===== src/rtl/noc_input_buffer_if.sv =====
// noc_input_buffer_if: one valid/ready flit channel (flit, last, valid, ready).
// The master drives flit/last/valid and the slave drives ready.
interface noc_input_buffer_if #(
    parameter int unsigned FLIT_WIDTH = 32
);
    logic [FLIT_WIDTH-1:0] flit;
    logic                  last;
    logic                  valid;
    logic                  ready;

    modport master (
        output flit,
        output last,
        output valid,
        input  ready
    );

    modport slave (
        input  flit,
        input  last,
        input  valid,
        output ready
    );
endinterface


===== src/rtl/noc_input_buffer.sv =====
// noc_input_buffer: per-channel flit FIFO feeding one input of the NoC output mux.
// It has DEPTH circular entries of {last, flit} and gives first-word fall-through
// from storage with no empty bypass. It also keeps a count of complete packets
// (tails) held.
// Optional macro NOC_INPUT_BUFFER_FULLPACKET_EN: the head is offered only while a
// whole packet is stored, or while the buffer is full. The full case releases
// packets longer than DEPTH.
module noc_input_buffer #(
    parameter int unsigned FLIT_WIDTH = 32,
    parameter int unsigned DEPTH      = 4,
    parameter int unsigned CNT_W      = $clog2(DEPTH + 1)
) (
    input  logic                    clk,
    input  logic                    rst,
    noc_input_buffer_if.slave       in_ch,
    noc_input_buffer_if.master      out_ch,
    output logic [CNT_W-1:0]        fill_level,
    output logic [CNT_W-1:0]        packet_cnt
);

    localparam int unsigned PTR_W = (DEPTH > 1) ? $clog2(DEPTH) : 1;
    localparam logic [CNT_W-1:0] FULL_LVL = CNT_W'(DEPTH);
    localparam logic [CNT_W-1:0] CNT_ONE  = CNT_W'(1);
    localparam logic [PTR_W-1:0] PTR_ONE  = PTR_W'(1);

    typedef logic [FLIT_WIDTH:0] entry_t;

    entry_t           mem [DEPTH];
    logic [PTR_W-1:0] wr_ptr;
    logic [PTR_W-1:0] rd_ptr;
    logic [CNT_W-1:0] fill_q;
    logic [CNT_W-1:0] pkt_q;

    logic             full;
    logic             empty;
    logic             head_valid;
    logic             push;
    logic             pop;
    logic             push_tail;
    logic             pop_tail;
    entry_t           head;

    // Status derived purely from registered state
    always_comb begin
        full  = (fill_q == FULL_LVL);
        empty = (fill_q == '0);
    end

    // Head-valid qualification (packet-complete gating when enabled)
    always_comb begin
`ifdef NOC_INPUT_BUFFER_FULLPACKET_EN
        head_valid = (pkt_q != '0) | full;
`else
        head_valid = !empty;
`endif
    end

    // Handshakes and the tail flags that move packet_cnt
    always_comb begin
        head      = mem[rd_ptr];
        push      = in_ch.valid & !full;
        pop       = head_valid & out_ch.ready;
        push_tail = push & in_ch.last;
        pop_tail  = pop & head[FLIT_WIDTH];
    end

    // Channel outputs; head fields forced to zero while not valid
    always_comb begin
        in_ch.ready  = !full;
        out_ch.valid = head_valid;
        out_ch.flit  = '0;
        out_ch.last  = 1'b0;
        if (head_valid) begin
            out_ch.flit = head[FLIT_WIDTH-1:0];
            out_ch.last = head[FLIT_WIDTH];
        end
    end

    // Storage write on push; contents need no reset
    always_ff @(posedge clk) begin
        if (push) begin
            mem[wr_ptr] <= {in_ch.last, in_ch.flit};
        end
    end

    // Pointers wrap naturally at DEPTH (power of two)
    always_ff @(posedge clk) begin
        if (rst) begin
            wr_ptr <= '0;
            rd_ptr <= '0;
        end else begin
            if (push) begin
                wr_ptr <= wr_ptr + PTR_ONE;
            end
            if (pop) begin
                rd_ptr <= rd_ptr + PTR_ONE;
            end
        end
    end

    // Flit occupancy: unchanged on simultaneous push and pop
    always_ff @(posedge clk) begin
        if (rst) begin
            fill_q <= '0;
        end else begin
            unique case ({push, pop})
                2'b10:   fill_q <= fill_q + CNT_ONE;
                2'b01:   fill_q <= fill_q - CNT_ONE;
                default: fill_q <= fill_q;
            endcase
        end
    end

    // Complete-packet count: tails in minus tails out
    always_ff @(posedge clk) begin
        if (rst) begin
            pkt_q <= '0;
        end else begin
            unique case ({push_tail, pop_tail})
                2'b10:   pkt_q <= pkt_q + CNT_ONE;
                2'b01:   pkt_q <= pkt_q - CNT_ONE;
                default: pkt_q <= pkt_q;
            endcase
        end
    end

    // Counter outputs
    always_comb begin
        fill_level = fill_q;
        packet_cnt = pkt_q;
    end

endmodule

===== src/flat_wrapper.sv =====
// flat-port wrapper written by rule: the top's interface ports become plain ports
module noc_input_buffer_flat 
#(
    parameter int unsigned FLIT_WIDTH = 32,
    parameter int unsigned DEPTH      = 4,
    parameter int unsigned CNT_W      = $clog2(DEPTH + 1)
)
  (clk, rst, fill_level, packet_cnt, in_ch_flit, in_ch_last, in_ch_valid, in_ch_ready, out_ch_flit, out_ch_last, out_ch_valid, out_ch_ready);
  noc_input_buffer_if #(.FLIT_WIDTH(FLIT_WIDTH)) in_ch_i ();
  noc_input_buffer_if #(.FLIT_WIDTH(FLIT_WIDTH)) out_ch_i ();
  input  logic clk;
  input  logic rst;
  output logic [CNT_W-1:0] fill_level;
  output logic [CNT_W-1:0] packet_cnt;
  input wire logic [$bits(in_ch_i.flit)-1:0] in_ch_flit;
  input wire logic [$bits(in_ch_i.last)-1:0] in_ch_last;
  input wire logic [$bits(in_ch_i.valid)-1:0] in_ch_valid;
  output wire logic [$bits(in_ch_i.ready)-1:0] in_ch_ready;
  output wire logic [$bits(out_ch_i.flit)-1:0] out_ch_flit;
  output wire logic [$bits(out_ch_i.last)-1:0] out_ch_last;
  output wire logic [$bits(out_ch_i.valid)-1:0] out_ch_valid;
  input wire logic [$bits(out_ch_i.ready)-1:0] out_ch_ready;
  assign in_ch_i.flit = in_ch_flit;
  assign in_ch_i.last = in_ch_last;
  assign in_ch_i.valid = in_ch_valid;
  assign in_ch_ready = in_ch_i.ready;
  assign out_ch_flit = out_ch_i.flit;
  assign out_ch_last = out_ch_i.last;
  assign out_ch_valid = out_ch_i.valid;
  assign out_ch_i.ready = out_ch_ready;
  noc_input_buffer #(.FLIT_WIDTH(FLIT_WIDTH), .DEPTH(DEPTH), .CNT_W(CNT_W)) u_core (.clk(clk), .rst(rst), .in_ch(in_ch_i), .out_ch(out_ch_i), .fill_level(fill_level), .packet_cnt(packet_cnt));
endmodule

===== config.mk =====
export PLATFORM = sky130hd
export DESIGN_NAME = noc_input_buffer_flat
export DESIGN_NICKNAME = d
export VERILOG_FILES = /design/src/rtl/noc_input_buffer_if.sv /design/src/rtl/noc_input_buffer.sv /design/src/flat_wrapper.sv
export SDC_FILE = /design/constraint.sdc
export NUM_CORES = 1
export LEC_CHECK = 0
export ABC_AREA = 0
export BUFFER_PORTS_ARGS = -buffer_cell sky130_fd_sc_hd__buf_2
export CELL_PAD_IN_SITES_DETAIL_PLACEMENT = 0
export CELL_PAD_IN_SITES_GLOBAL_PLACEMENT = 2
export CORE_MARGIN = 2
export CORE_UTILIZATION = 30
export CTS_BUF_LIST = sky130_fd_sc_hd__clkbuf_4 sky130_fd_sc_hd__clkbuf_8
export CTS_CLUSTER_DIAMETER = 60
export DETAILED_ROUTE_END_ITERATION = 8
export GPL_ROUTABILITY_DRIVEN = 0
export GPL_TIMING_DRIVEN = 0
export PLACE_DENSITY = 0.65
export SETUP_SLACK_MARGIN = 0.4
export SLEW_MARGIN = 25
export SYNTH_ARGS = -nofsm -noshare
export SYNTH_HDL_FRONTEND = slang
export SYNTH_SLANG_ARGS = --single-unit

===== constraint.sdc =====
create_clock -name clk -period 6.4 [get_ports clk]
set_input_delay 0 -clock clk [delete_from_list [all_inputs] [get_ports clk]]
set_output_delay 0 -clock clk [all_outputs]
set_load 0.02 [all_outputs]

==> summary.txt, run 1 <==
Worst setup path
  • Crit-path max cell delay: 530 ps
  • CP max stage cell: mux4_2
  • Crit-path cells: buf_6, mux4_2, and3_1, ha_1, fa_1, xnor2_1, or3_1, a21oi_1
  • Reg2Reg Depth: 8
  • Crit end category: flip-flop
  • Reg2Reg Setup Slack: 3930 ps
  • Worst R2R End: u_core.packet_cnt[2]$_SDFFE_PP0P_
  • CP Class: flip-flop to flip-flop
  • Largest delay contributor family on the critical path: adder cells
  • Buffers & Inverters on Critical Path: 1
  • CP max FO: 6
  • Critical Path Start Type: flip-flop
  • Levels on crit path: 8
  • Crit path to: u_core.packet_cnt[2]$_SDFFE_PP0P_
  • Req. time, crit path: 6770 ps
  • Critical Path AT: 2840 ps

Yosys
  • Register area share after synthesis: 0.742
  • Synth top area cells: edfxtp_1 (70%), mux4_2 (12%), dfxtp_1 (4.2%)
  • Top post-synthesis cells by count: edfxtp_1 (132), and2_1 (37), mux4_2 (31)
  • Mapped Cells: 279
  • Netlist cell types: 28
  • Mean Syn Cell Area: 20.3 um2
  • Count leader, synth: edfxtp_1
  • Synth Cell Area: 0.00567 mm2
  • Syn nets: 324
  • Warnings, synthesis: 0
  • Most used DFF post-synth: edfxtp_1
  • Post-synth top area share: 0.699
  • Post-synth EDFFs: 132
  • Async SR Flop Fraction: 0
  • Yosys top cell by area: edfxtp_1
  • Yosys reg bits: 144

Timing
  • Final Slew Violations: 0
  • Max transition margin: 0.625
  • Max Clk Rate: 405 MHz
  • Period utilization: 0.386
  • Worst Clk Skew: 11.3 ps
  • Final Hold Vio Count: 0
  • Crit path time final: 2470 ps
  • Slew @ Worst Pin: 563 ps
  • Setup violations, final: 0
  • Setup TNS: 0 ps
  • RSZ-0062 raised after global routing: no

Clocking
  • Postcts setup bufs: 0
  • Hold_buf cts: 36
  • Clk sinks: 144
  • Clk root buf: clkbuf_8
  • H-tree levels: 4
  • Cts repair resizes: 0
  • CTS tree: built
  • Worst skew pair latency: 440 ps
  • CTS clk-pin slew, worst paths: 80 ps
  • Num CTS Buffers: 17
  • Clk buf depth: 2

Power
  • Final Power: 2.79 mW
  • Peak supply drop: 0.000144 V
  • Power per cell area: 386 mW/mm2
  • Lkg Pwr: 2.56 nW

Layout
  • Diode count: 0
  • Post-Layout Cell Count: 662
  • Fraction of layout cells with a size suffix above 1: 0.371
  • Util after Layout: 0.387
  • Fill count: 1736
  • P&R area growth vs syn: 27.4%
  • Fin nets: 460

Detailed routing
  • Post-route ant nets: 0
  • Drc violations: 0
  • Router iterations before antenna repair: 4
  • Post-DR wirelength/cell: 16.4 um
  • DR vias/cell: 4.45
  • Vias: 2945
  • Initial DRC Count: 132
  • Total Routed Length: 10.9 mm

Status
  • Run status: completed

Floorplan
  • Total core area: 0.0186 mm2
  • Die height: 141 um
  • Die W: 141 um
  • Effective utilization at floorplan: 0.304
  • FP Rows: 50
  • I/O pin cnt: 78
  • Die area: 0.0200 mm2

Place
  • Port Buffers: 77
  • Dpl cells: 594
  • DP HPWL: 6.99 mm

Global routing
  • GRT Residual Overflow: 0
  • Largest net degree at the start of global routing: 20
  • GRT Util Overall: 0.116
  • Initial antenna violation count: 0
  • Vias in the first global route: 3064
  • First-pass GRT wire length: 17.0 mm

Hold path
  • Hold WC Path Type: input pin to flip-flop

Run
  • MaxCap Viol Count: 0
-- registers in the layout, summed over array words and instances, names as in the netlist, named ones only --
signal,flops
u_core.mem,132
u_core.fill_level,3
u_core.packet_cnt,3
u_core.rd_ptr,2
u_core.wr_ptr,2
-- where the power goes --
group          internal (mW)  switching, mW
sequential              1.14         0.0355
combinational          0.399          0.494
clock                  0.358          0.364
total                   1.89          0.894
-- metal layers --
| layer | global-route usage | wire, um | vias up | part of all wire |
|---|---|---|---|---|
| met5 | 0 | 0 | - | 0 |
| met4 | 0.0363 | 102 | 0 | 0.0094 |
| met3 | 0.0381 | 500 | 7 | 0.046 |
| met2 | 0.190 | 5410 | 67 | 0.50 |
| met1 | 0.149 | 4850 | 1501 | 0.45 |
| li1 | - | - | 1370 | - |
-- area by class of cell --
class / count / area, um2 / area share
plain buffers: 13 / 110 / 0.0152
clock buffers: 17 / 234 / 0.0324
clock inverters: 15 / 175 / 0.0243
inverters: 6 / 22.5 / 0.00312
multi-input cells: 116 / 1340 / 0.185
flip-flops and latches: 144 / 4200 / 0.582
well taps: 234 / 293 / 0.0405
repair buffers: 117 / 848 / 0.117
-- layout by cell type (no fill, tap or decap), types with 3 or more instances in the layout --
| cell | synthesis | final |
|---|---|---|
| clkinv_4 | 0 | 4 |
| buf_12 | 3 | 4 |
| and2_2 | 0 | 4 |
| inv_6 | 0 | 4 |
| or3_1 | 3 | 3 |
| ha_1 | 6 | 6 |
| buf_2 | 4 | 81 |
| nor2_1 | 10 | 10 |
| dlygate4sd3_1 | 0 | 36 |
| a21oi_1 | 3 | 3 |
| clkbuf_8 | 0 | 17 |
| dfxtp_1 | 12 | 12 |
| edfxtp_1 | 132 | 132 |
| xor2_1 | 4 | 4 |
| and2_1 | 37 | 33 |
| nand2b_1 | 3 | 3 |
| buf_16 | 0 | 3 |
| clkinvlp_4 | 0 | 3 |
| inv_1 | 6 | 6 |
| mux4_2 | 31 | 31 |
| clkbuf_1 | 5 | 5 |
-- worst reg2reg max path, delay by kind of cell, from the launching register on --
family	cells	cell delay [ps]
muxes	1	530
DFF	1	330
xor gates and xnor gates	1	140
buffers and inverters	1	160
adders and majority gates	2	620
and+or+nand+nor	2	500
AOI/OAI and AO/OA	1	130
-- how the worst min path moves through the flow --
stage	to	cells after the start	from
finish	u_core.wr_ptr[1]$_SDFFE_PP0P_	3	in_ch_valid
global route	u_core.wr_ptr[1]$_SDFFE_PP0P_	3	in_ch_valid
CTS	u_core.wr_ptr[1]$_SDFFE_PP0P_	3	in_ch_valid
detailed placement	u_core.mem[0][8]$_DFFE_PP_	1	in_ch_flit[8]
global placement	u_core.mem[2][9]$_DFFE_PP_	1	in_ch_flit[9]
floorplan	u_core.mem[0][0]$_DFFE_PP_	0	in_ch_flit[0]
-- stage by stage --
step	cell area [um2]	hold slack, ps	worst slack [ps]
2_1_floorplan	5670	98.9	4050
5_1_grt	7220	10.6	3810
4_1_cts	7220	1.54	3900
3_3_place_gp	6340	212	3480
6_report	7220	36.2	3930
3_5_place_dp	6450	223	3920
-- cell families (layout without fill, tap and decap cells) --
logic type / count (synthesis) / after routing / synth area share
simple gates: 58 / 58 / 0.0590
xor+xnor: 5 / 5 / 0.00773
fa+ha+maj: 8 / 8 / 0.0203
buf+inv: 19 / 168 / 0.0234
flops: 144 / 144 / 0.742
mux: 36 / 36 / 0.138
compound gates: 9 / 9 / 0.00971
Note: power is estimated with default switching activity, not from simulation.
==> run 2, diff against run 1 <==
clock period = 2.45 ns   (was 6.4 ns; I/O delays follow)
==> summary.txt, run 2 (synthesized netlist as in run 1, its figures left out) <==
Status
  • Run status: completed

Floorplan
  • FP Rows: 50 (unchanged)
  • I/O pin cnt: 78 (unchanged)
  • Die height: 141 um (unchanged)
  • Die W: 141 um (unchanged)
  • Die area: 0.0200 mm2 (unchanged)
  • Effective utilization at floorplan: 0.304 (unchanged)
  • Total core area: 0.0186 mm2 (unchanged)

Detailed routing
  • Router iterations before antenna repair: 4 (unchanged)
  • DR vias/cell: 4.46 (+0.28%)
  • Post-route ant nets: 0 (unchanged)
  • Post-DR wirelength/cell: 16.4 um (about the same)
  • Total Routed Length: 11.0 mm (+1.2%)
  • Vias: 2989 (+1.5%)
  • Drc violations: 0 (unchanged)
  • Initial DRC Count: 162 (+23%)

Power
  • Lkg Pwr: 2.66 nW (+4.1%)
  • Peak supply drop: 0.000428 V (+200%)
  • Power per cell area: 1050 mW/mm2 (+170%)

Clocking
  • CTS tree: built
  • CTS clk-pin slew, worst paths: 70 ps (about the same)
  • Clk root buf: clkbuf_8
  • Clk sinks: 144 (unchanged)
  • H-tree levels: 4 (unchanged)
  • Num CTS Buffers: 17 (unchanged)
  • Worst skew pair latency: 440 ps (about the same)
  • Clk buf depth: 2 (unchanged)

Timing
  • Worst Clk Skew: 7.64 ps (-3.64 ps)
  • Setup violations, final: 0 (unchanged)
  • Max transition margin: 0.656 (+0.0307)
  • Final Slew Violations: 0 (unchanged)
  • Max Clk Rate: 447 MHz (+10%)
  • Final hold slack: 97.0 ps (+60.8 ps)
  • Final Hold Vio Count: 0 (unchanged)
  • Crit path time final: 2240 ps (-232 ps)
  • Slew @ Worst Pin: 517 ps (-46.1 ps)
  • Period utilization: 0.913 (+0.528)
  • RSZ-0062 raised after global routing: yes

Hold path
  • Hold WC Path Type: input pin to flip-flop

Layout
  • Most frequent cells in the layout: edfxtp_1 (132), buf_2 (80), dlygate4sd3_1 (37)
  • Design area: 0.00744 mm2 (+3.1%)
  • Largest register by flop count: u_core.mem
  • Diode count: 0 (unchanged)
  • Most common cell after layout, fill and taps aside: edfxtp_1
  • P&R area growth vs syn: 31.4%
  • Fraction of layout cells with a size suffix above 1: 0.420 (+0.0482)
  • Fin nets: 470 (+2.2%)
  • Max reg flops: 132 (unchanged)

Worst setup path
  • Critical Path AT: 2610 ps (-230 ps)
  • Req. time, crit path: 2820 ps (-3950 ps)
  • Critical Path Start Type: flip-flop
  • Crit end category: flip-flop
  • CP max FO: 2 (-4)
  • CP Class: flip-flop to flip-flop

Global routing
  • Initial antenna violation count: 0 (unchanged)
  • GRT Util Overall: 0.118 (+0.00184)
  • Vias in the first global route: 3130 (+2.2%)
  • Largest net degree at the start of global routing: 20 (unchanged)
  • GRT Residual Overflow: 0 (unchanged)
  • First-pass GRT wire length: 17.0 mm (+0.32%)

Place
  • Placed Area: 0.00646 mm2 (about the same)
  • DP HPWL: 6.96 mm (-0.39%)
  • Port Buffers: 77 (unchanged)

Run
  • MaxCap Viol Count: 0 (unchanged)
-- run 2: changes by cell type in the layout (fill, tap and decap cells not counted), moves of 3 or more --
cell,before,now
buf_12,4,8
buf_16,3,0
buf_4,0,7
bufinv_16,2,6
clkbuf_1,5,2
clkbuf_2,0,3
clkinv_2,0,4
clkinv_4,4,1
dfxtp_1,12,8
dfxtp_4,0,3
inv_6,4,0
-- run 2: per-layer routing --
metal	share of wire	GRT usage	vias up
met1	0.46	0.148	1524
met3	0.040	0.0402	15
met5	0	0	-
li1	-	-	1386
met2	0.49	0.189	64
met4	0.015	0.0474	0
-- run 2: final timing paths --
| kind | slack, ps | end | depth (start not counted) | startpoint |
|---|---|---|---|---|
| worst max register to register | 210 | u_core.packet_cnt[2]$_SDFFE_PP0P_ | 8 | flip-flop |
| worst min register to register | 520 | u_core.packet_cnt[2]$_SDFFE_PP0P_ | 2 | u_core.packet_cnt[2]$_SDFFE_PP0P_ |
| worst max-delay path | 210 | u_core.packet_cnt[2]$_SDFFE_PP0P_ | 8 | flip-flop |
| worst min-delay path | 100 | u_core.fill_level[0]$_SDFFE_PP0P_ | 3 | rst |
-- run 2: where the power goes --
group          internal, mW  switching (mW)
clock                  1.31           0.839
combinational          1.25            1.34
sequential             2.98          0.0872
total                  5.53            2.27
-- run 2: through the flow --
step	instances	util	setup slack, ps	total power [mW]	setup TNS, ps
finish	670	0.399	212	7.80	0
global route	670	0.399	116	8.24	0
CTS	666	0.396	204	7.89	0
detailed placement	594	0.346	126	5.49	0
global placement	590	0.342	-383	5.44	-49680
floorplan	279	-	255	4.72	0
-- run 2: cell type report --
cell class	count	area [um2]
inverter	6	22.5
clock buffer	18	241
clock inverter	12	216
sequential	144	4220
multi-input combinational	116	1390
fill	1745	11200
timing repair buffer	127	941
tap	234	293
buffer	13	120
-- run 2: critical path, stage by stage, from the launching register on --
cell and delay, ps:
dfxtp_2 320, buf_6 90, mux4_2 510, and3_4 180, ha_4 160, fa_2 330, xnor2_1 140, or3_1 320
a21oi_2 110
-- run 2: what timing repair did --
action,CTS,global route
setup endpoints to repair,34,35
resized for setup,8,10
endpoints found under the hold margin,135,0
hold buffers,37,0
cloned,1,0
pin swaps,0,5
setup buffers,4,4
